==> src/rtl/scan_display_if.sv <==
// Display-side bus of the multiplexed seven-segment scanner:
// frame data and controls in, digit enables and segments out.
interface scan_display_if #(
    parameter int DIGITS   = 4,
    parameter int BRIGHT_W = 3
);
    logic [4*DIGITS-1:0] i_bcd;
    logic [DIGITS-1:0]   i_dp;
    logic                i_blank_lz;
    logic [BRIGHT_W-1:0] i_brightness;
    logic                i_enable;
    logic [DIGITS-1:0]   o_pin;
    logic [6:0]          o_seg_7;
    logic                o_dp_out;
    logic                o_frame_tick;

    modport master (
        output i_bcd, i_dp, i_blank_lz, i_brightness, i_enable,
        input  o_pin, o_seg_7, o_dp_out, o_frame_tick
    );

    modport slave (
        input  i_bcd, i_dp, i_blank_lz, i_brightness, i_enable,
        output o_pin, o_seg_7, o_dp_out, o_frame_tick
    );
endinterface

==> src/rtl/scan_display.sv <==
// Multiplexed seven-segment driver: prescaled digit scan, PWM dimming,
// leading-zero blanking, decimal points and tear-free frame snapshot.
module scan_display #(
    parameter int DIGITS     = 4,
    parameter int CLK_HZ     = 50000000,
    parameter int SCAN_HZ    = 2000,
    parameter int BRIGHT_W   = 3,
    parameter int ACTIVE_LOW = 1
) (
    input  logic           i_clk,
    input  logic           i_rst,
    scan_display_if.slave  bus
);
    localparam int SLOT = CLK_HZ / SCAN_HZ;
    localparam int PW   = $clog2(SLOT);
    localparam int IW   = $clog2(DIGITS);
    localparam int SW   = 5 * DIGITS;
    localparam bit AL   = (ACTIVE_LOW != 0);
    localparam bit P_OK = (SLOT >= 8) && (BRIGHT_W >= 1) && (BRIGHT_W <= 3)
                          && (DIGITS >= 2) && (DIGITS <= 8);

    localparam logic [DIGITS-1:0] PIN_OFF = {DIGITS{AL}};
    localparam logic [6:0]        SEG_OFF = {7{AL}};

    logic [PW-1:0]     r_presc;
    logic [IW-1:0]     r_idx;
    logic [SW-1:0]     r_shadow;
    logic              r_pending;
    logic [DIGITS-1:0] r_pin;
    logic [6:0]        r_seg;
    logic              r_dp;
    logic              r_tick;

    logic              w_pwrap;
    logic              w_fwrap;
    logic              w_load;
    logic [SW-1:0]     w_frame;
    logic [3:0]        w_code;
    logic              w_dpsel;
    logic              w_zero;
    logic              w_blank;
    logic [6:0]        w_glyph;
    logic [31:0]       w_on;
    logic              w_lit;
    logic [DIGITS-1:0] w_onehot;

    assign w_pwrap  = (r_presc == PW'(SLOT - 1));
    assign w_fwrap  = w_pwrap && (r_idx == IW'(DIGITS - 1));
    assign w_load   = bus.i_enable && (r_pending || w_fwrap);
    assign w_onehot = DIGITS'(1) << r_idx;

    // The pending load is shown on the very cycle it happens, so the
    // first slot after reset never flashes the stale snapshot.
    assign w_frame = r_pending ? {bus.i_bcd, bus.i_dp} : r_shadow;

    always_comb begin
        w_code  = 4'd0;
        w_dpsel = 1'b0;
        w_blank = 1'b0;
        w_zero  = 1'b1;
        for (int i = DIGITS - 1; i >= 0; i--) begin
            w_zero = w_zero && (w_frame[DIGITS+4*i +: 4] == 4'd0);
            if (r_idx == IW'(i)) begin
                w_code  = w_frame[DIGITS+4*i +: 4];
                w_dpsel = w_frame[i];
                w_blank = bus.i_blank_lz && (i != 0) && w_zero;
            end
        end
    end

    always_comb begin
        case (w_code)
            4'h0:    w_glyph = 7'b0111111;
            4'h1:    w_glyph = 7'b0000110;
            4'h2:    w_glyph = 7'b1011011;
            4'h3:    w_glyph = 7'b1001111;
            4'h4:    w_glyph = 7'b1100110;
            4'h5:    w_glyph = 7'b1101101;
            4'h6:    w_glyph = 7'b1111101;
            4'h7:    w_glyph = 7'b0000111;
            4'h8:    w_glyph = 7'b1111111;
            4'h9:    w_glyph = 7'b1101111;
            4'hA:    w_glyph = 7'b1110111;
            4'hB:    w_glyph = 7'b1111100;
            4'hC:    w_glyph = 7'b0111001;
            4'hD:    w_glyph = 7'b1011110;
            4'hE:    w_glyph = 7'b1111001;
            default: w_glyph = 7'b1110001;
        endcase
    end

    assign w_on  = ((32'(bus.i_brightness) + 32'd1) * 32'(SLOT)) >> BRIGHT_W;
    assign w_lit = (32'(r_presc) < w_on);

    always_ff @(posedge i_clk) begin
        if (i_rst) begin
            r_presc   <= '0;
            r_idx     <= '0;
            r_shadow  <= '0;
            r_pending <= 1'b1;
            r_pin     <= PIN_OFF;
            r_seg     <= SEG_OFF;
            r_dp      <= AL;
            r_tick    <= 1'b0;
        end else begin
            r_tick <= w_load;
            if (bus.i_enable) begin
                r_presc <= w_pwrap ? '0 : r_presc + PW'(1);
                if (w_pwrap)
                    r_idx <= (r_idx == IW'(DIGITS - 1)) ? '0 : r_idx + IW'(1);
                if (w_load) begin
                    r_shadow  <= {bus.i_bcd, bus.i_dp};
                    r_pending <= 1'b0;
                end
                r_pin <= (w_lit ? w_onehot : '0) ^ PIN_OFF;
                r_seg <= ((w_lit && !w_blank) ? w_glyph : 7'd0) ^ SEG_OFF;
                r_dp  <= (w_lit && w_dpsel) ^ AL;
            end else begin
                r_pin <= PIN_OFF;
                r_seg <= SEG_OFF;
                r_dp  <= AL;
            end
        end
    end

    always_ff @(posedge i_clk) begin
        assert (P_OK) else $error("scan_display: bad parameters");
    end

    assign bus.o_pin        = r_pin;
    assign bus.o_seg_7      = r_seg;
    assign bus.o_dp_out     = r_dp;
    assign bus.o_frame_tick = r_tick;
endmodule

==> src/flat_wrapper.sv <==
// flat-port wrapper written by rule: the top's interface ports become plain ports
module scan_display_flat 
#(
    parameter int DIGITS     = 4,
    parameter int CLK_HZ     = 50000000,
    parameter int SCAN_HZ    = 2000,
    parameter int BRIGHT_W   = 3,
    parameter int ACTIVE_LOW = 1
)
  (i_clk, i_rst, bus_i_bcd, bus_i_dp, bus_i_blank_lz, bus_i_brightness, bus_i_enable, bus_o_pin, bus_o_seg_7, bus_o_dp_out, bus_o_frame_tick);
  scan_display_if #(.DIGITS(DIGITS), .BRIGHT_W(BRIGHT_W)) bus_i ();
  input  logic i_clk;
  input  logic i_rst;
  input wire logic [$bits(bus_i.i_bcd)-1:0] bus_i_bcd;
  input wire logic [$bits(bus_i.i_dp)-1:0] bus_i_dp;
  input wire logic [$bits(bus_i.i_blank_lz)-1:0] bus_i_blank_lz;
  input wire logic [$bits(bus_i.i_brightness)-1:0] bus_i_brightness;
  input wire logic [$bits(bus_i.i_enable)-1:0] bus_i_enable;
  output wire logic [$bits(bus_i.o_pin)-1:0] bus_o_pin;
  output wire logic [$bits(bus_i.o_seg_7)-1:0] bus_o_seg_7;
  output wire logic [$bits(bus_i.o_dp_out)-1:0] bus_o_dp_out;
  output wire logic [$bits(bus_i.o_frame_tick)-1:0] bus_o_frame_tick;
  assign bus_i.i_bcd = bus_i_bcd;
  assign bus_i.i_dp = bus_i_dp;
  assign bus_i.i_blank_lz = bus_i_blank_lz;
  assign bus_i.i_brightness = bus_i_brightness;
  assign bus_i.i_enable = bus_i_enable;
  assign bus_o_pin = bus_i.o_pin;
  assign bus_o_seg_7 = bus_i.o_seg_7;
  assign bus_o_dp_out = bus_i.o_dp_out;
  assign bus_o_frame_tick = bus_i.o_frame_tick;
  scan_display #(.DIGITS(DIGITS), .CLK_HZ(CLK_HZ), .SCAN_HZ(SCAN_HZ), .BRIGHT_W(BRIGHT_W), .ACTIVE_LOW(ACTIVE_LOW)) u_core (.i_clk(i_clk), .i_rst(i_rst), .bus(bus_i));
endmodule
==> config.mk <==
export PLATFORM = sky130hd
export DESIGN_NAME = scan_display_flat
export DESIGN_NICKNAME = d
export VERILOG_FILES = /design/src/rtl/scan_display_if.sv /design/src/rtl/scan_display.sv /design/src/flat_wrapper.sv
export SDC_FILE = /design/constraint.sdc
export NUM_CORES = 1
export LEC_CHECK = 0
export CAP_MARGIN = 5
export CORE_MARGIN = 10
export CORE_UTILIZATION = 25
export DETAILED_ROUTE_END_ITERATION = 16
export DONT_BUFFER_PORTS = 1
export PLACE_DENSITY = 0.46
export SYNTH_ARGS = -nofsm -noshare
export SYNTH_HDL_FRONTEND = slang
export SYNTH_SLANG_ARGS = --single-unit
export TNS_END_PERCENT = 30
==> constraint.sdc <==
create_clock -name i_clk -period 10.1 [get_ports i_clk]
set_input_delay 2.02 -clock i_clk [delete_from_list [all_inputs] [get_ports i_clk]]
set_output_delay 2.02 -clock i_clk [all_outputs]
set_load 0.05 [all_outputs]
==> impl_metrics.tcl <==
set metrics [dict create \
    status "finished clean" \
    yosys.area.top_type "dfxtp_1" \
    htreeDepth 2 \
    path_clk_slew_ns 0.07 \
    ys_seq_area_share_pct 29.6 \
    placed_area_um2 3570 \
    max_freq_ghz 0.166 \
    wire_per_inst_um 14.7 \
    antennaDiodeCount 0 \
    cts_tree "yes" \
    synth_top_area_share_pct 29.6 \
    cts_setup_buffers 0 \
    fin_cells 555 \
    ys_types 52 \
    avgSynthCellArea_um2 8.96 \
    drcViolationCount 0 \
    ir_drop_uv 67.3 \
    final_area_um2 3710 \
    globalplace.congestion 0.789 \
    clockBufferDepth 2 \
    synth_warnings 0 \
    synth_seq_cells 51 \
    cts-root-buf "clkbuf_16" \
    p_leak_nw 1.57 \
    drt-total-wl_um 8180 \
    worst-r2r-cell-count 9 \
    worst_pin_slew_ns 0.881 \
    hpwl_um 6340 \
    cts_resized 0 \
    dieWidth_um 137 \
    grt_max_degree 29 \
    path_class "in2reg" \
    final_net_count 449 \
    num_vias 2637 \
    startpoint_type "input pin" \
    track_usage_pct 8.51 \
    dp_cells 547 \
    slew_headroom_pct 41.3 \
    ys.flop_type "dfxtp_1" \
    cts_sinks 51 \
    drive_above_1_share_pct 7.12 \
    mostFrequentLayoutCells "nor2_1 (51), dfxtp_1 (51), ha_1 (43)" \
    whs_ns 0.492 \
    dieArea_um2 18900 \
    syn_area_um2 3450 \
    synth_edf_count 0 \
    final_util_pct 27.7 \
    finalHoldViolCount 0 \
    finClkSkew_ns 0.00997 \
    hold_class "reg2reg" \
    cp-end-kind "flop" \
    portBuffers 0 \
    arrival_ns 6.16 \
    coreArea_um2 13400 \
    ant_nets 0 \
    finalPower_mw 0.513 \
    viasPerCell 4.75 \
    cap_violations 0 \
    rows 42 \
    final_max_slew_viol_count 0 \
    rsz0062_at_grt "no" \
    syn_inst 385 \
    synth_area_leaders "dfxtp_1 (30%), ha_1 (16%), mux2i_1 (9.9%)" \
    clock_latency_ns 0.29 \
    drt_iter0_drc 97 \
    grt_pass1_vias 2586 \
    first_pass_iters 6 \
    die_h_um 137 \
    min_period_ns 6.03 \
    setup_tns_ns 0 \
    whs_path_depth 2 \
    cts_hold_buf 0 \
    async_reset_ff_share_pct 0 \
    finalSetupViolations 0 \
    grt_overflow 0 \
    dp_slack_ns 3.82 \
    synth_nets 456 \
    post-route-period-util_pct 59.7 \
    p_per_area_nw_per_um2 138 \
    initial_core_util_pct 25.7 \
    worstPathRequired_ns 10.23 \
    area_growth_syn_to_layout_pct 7.47 \
    fin_ws_ns 4.07 \
    grt_pass1_wl_um 13100 \
    antenna_found_initial 0 \
    pin_count 40 \
    cts_made_buffers 5 \
    crit_path_max_fanout 7 \
]
[final timing paths]
kind / startpoint / slack (ns) / endpoint
max reg2reg: u_core.r_pending / 7.24 / u_core.bus.o_seg_7[0]
min: u_core.r_shadow[1] / 0.49 / u_core.r_shadow[1]
max: bus_i_brightness[0] / 4.07 / u_core.bus.o_seg_7[2]
min reg2reg: u_core.r_shadow[1] / 0.49 / u_core.r_shadow[1]
[logic make-up after synthesis]
group	count (synthesis)	share of synthesized area (%)
flops	51	29.6
simple gates	119	15.7
buf+inv	39	5.84
compound gates	63	12.9
mux	46	13.9
xor+xnor	23	5.84
fa+ha+maj	44	16.2
[synth_stat cells (all sizes together), types with 8 or more instances]
master,number
a21oi,22
buf,12
dfxtp,51
ha,43
inv,23
mux2,12
mux2i,34
nand2,28
nand3,8
nor2,52
xnor2,15
xor2,8
[worst max-delay path, cell delays in order]
cell,delay (ns)
ha_1,0.18
xor2_1,0.33
ha_1,0.31
ha_1,0.39
ha_1,0.39
o21a_1,0.17
o221ai_1,0.12
a21oi_1,0.25
a21o_1,0.15
nand2_1,0.06
xnor2_1,0.14
ha_1,0.20
or4_1,0.51
a211oi_1,0.19
a211o_1,0.31
o41a_2,0.29
o311ai_0,0.14
[layout make-up]
cell class	instances	area, um2
clock buffers	7	133
clock inverters	1	5.00
fillers	1434	9690
inverters	23	86.3
multi-input cells	295	2230
flip-flops and latches	51	1020
well taps	176	220
repair buffers	2	15.0
[flip-flops by register name (all words and copies together) (netlist names)]
name	flops
u_core.bus.o_pin	4
u_core.r_shadow	20
u_core.r_idx	2
u_core.bus.o_frame_tick	1
u_core.r_pending	1
u_core.r_presc	15
u_core.bus.o_seg_7	7
u_core.bus.o_dp_out	1
[power breakdown]
group / total, mW / internal, mW / leakage [nW] / switching [mW]
Clock: 0.166 / 0.0919 / 0.0679 / 0.0737
Sequential: 0.239 / 0.213 / 0.418 / 0.0259
Combinational: 0.108 / 0.0484 / 1.09 / 0.0600
[metal layers]
metal,GRT usage [%],vias up,part of all wire (%)
li1,-,1343,-
met2,14.3,47,49
met3,2.08,5,5.1
met1,10.8,1242,46
met5,0,-,0
met4,1.58,0,0.65
Note: power is estimated with default switching activity, not from simulation.
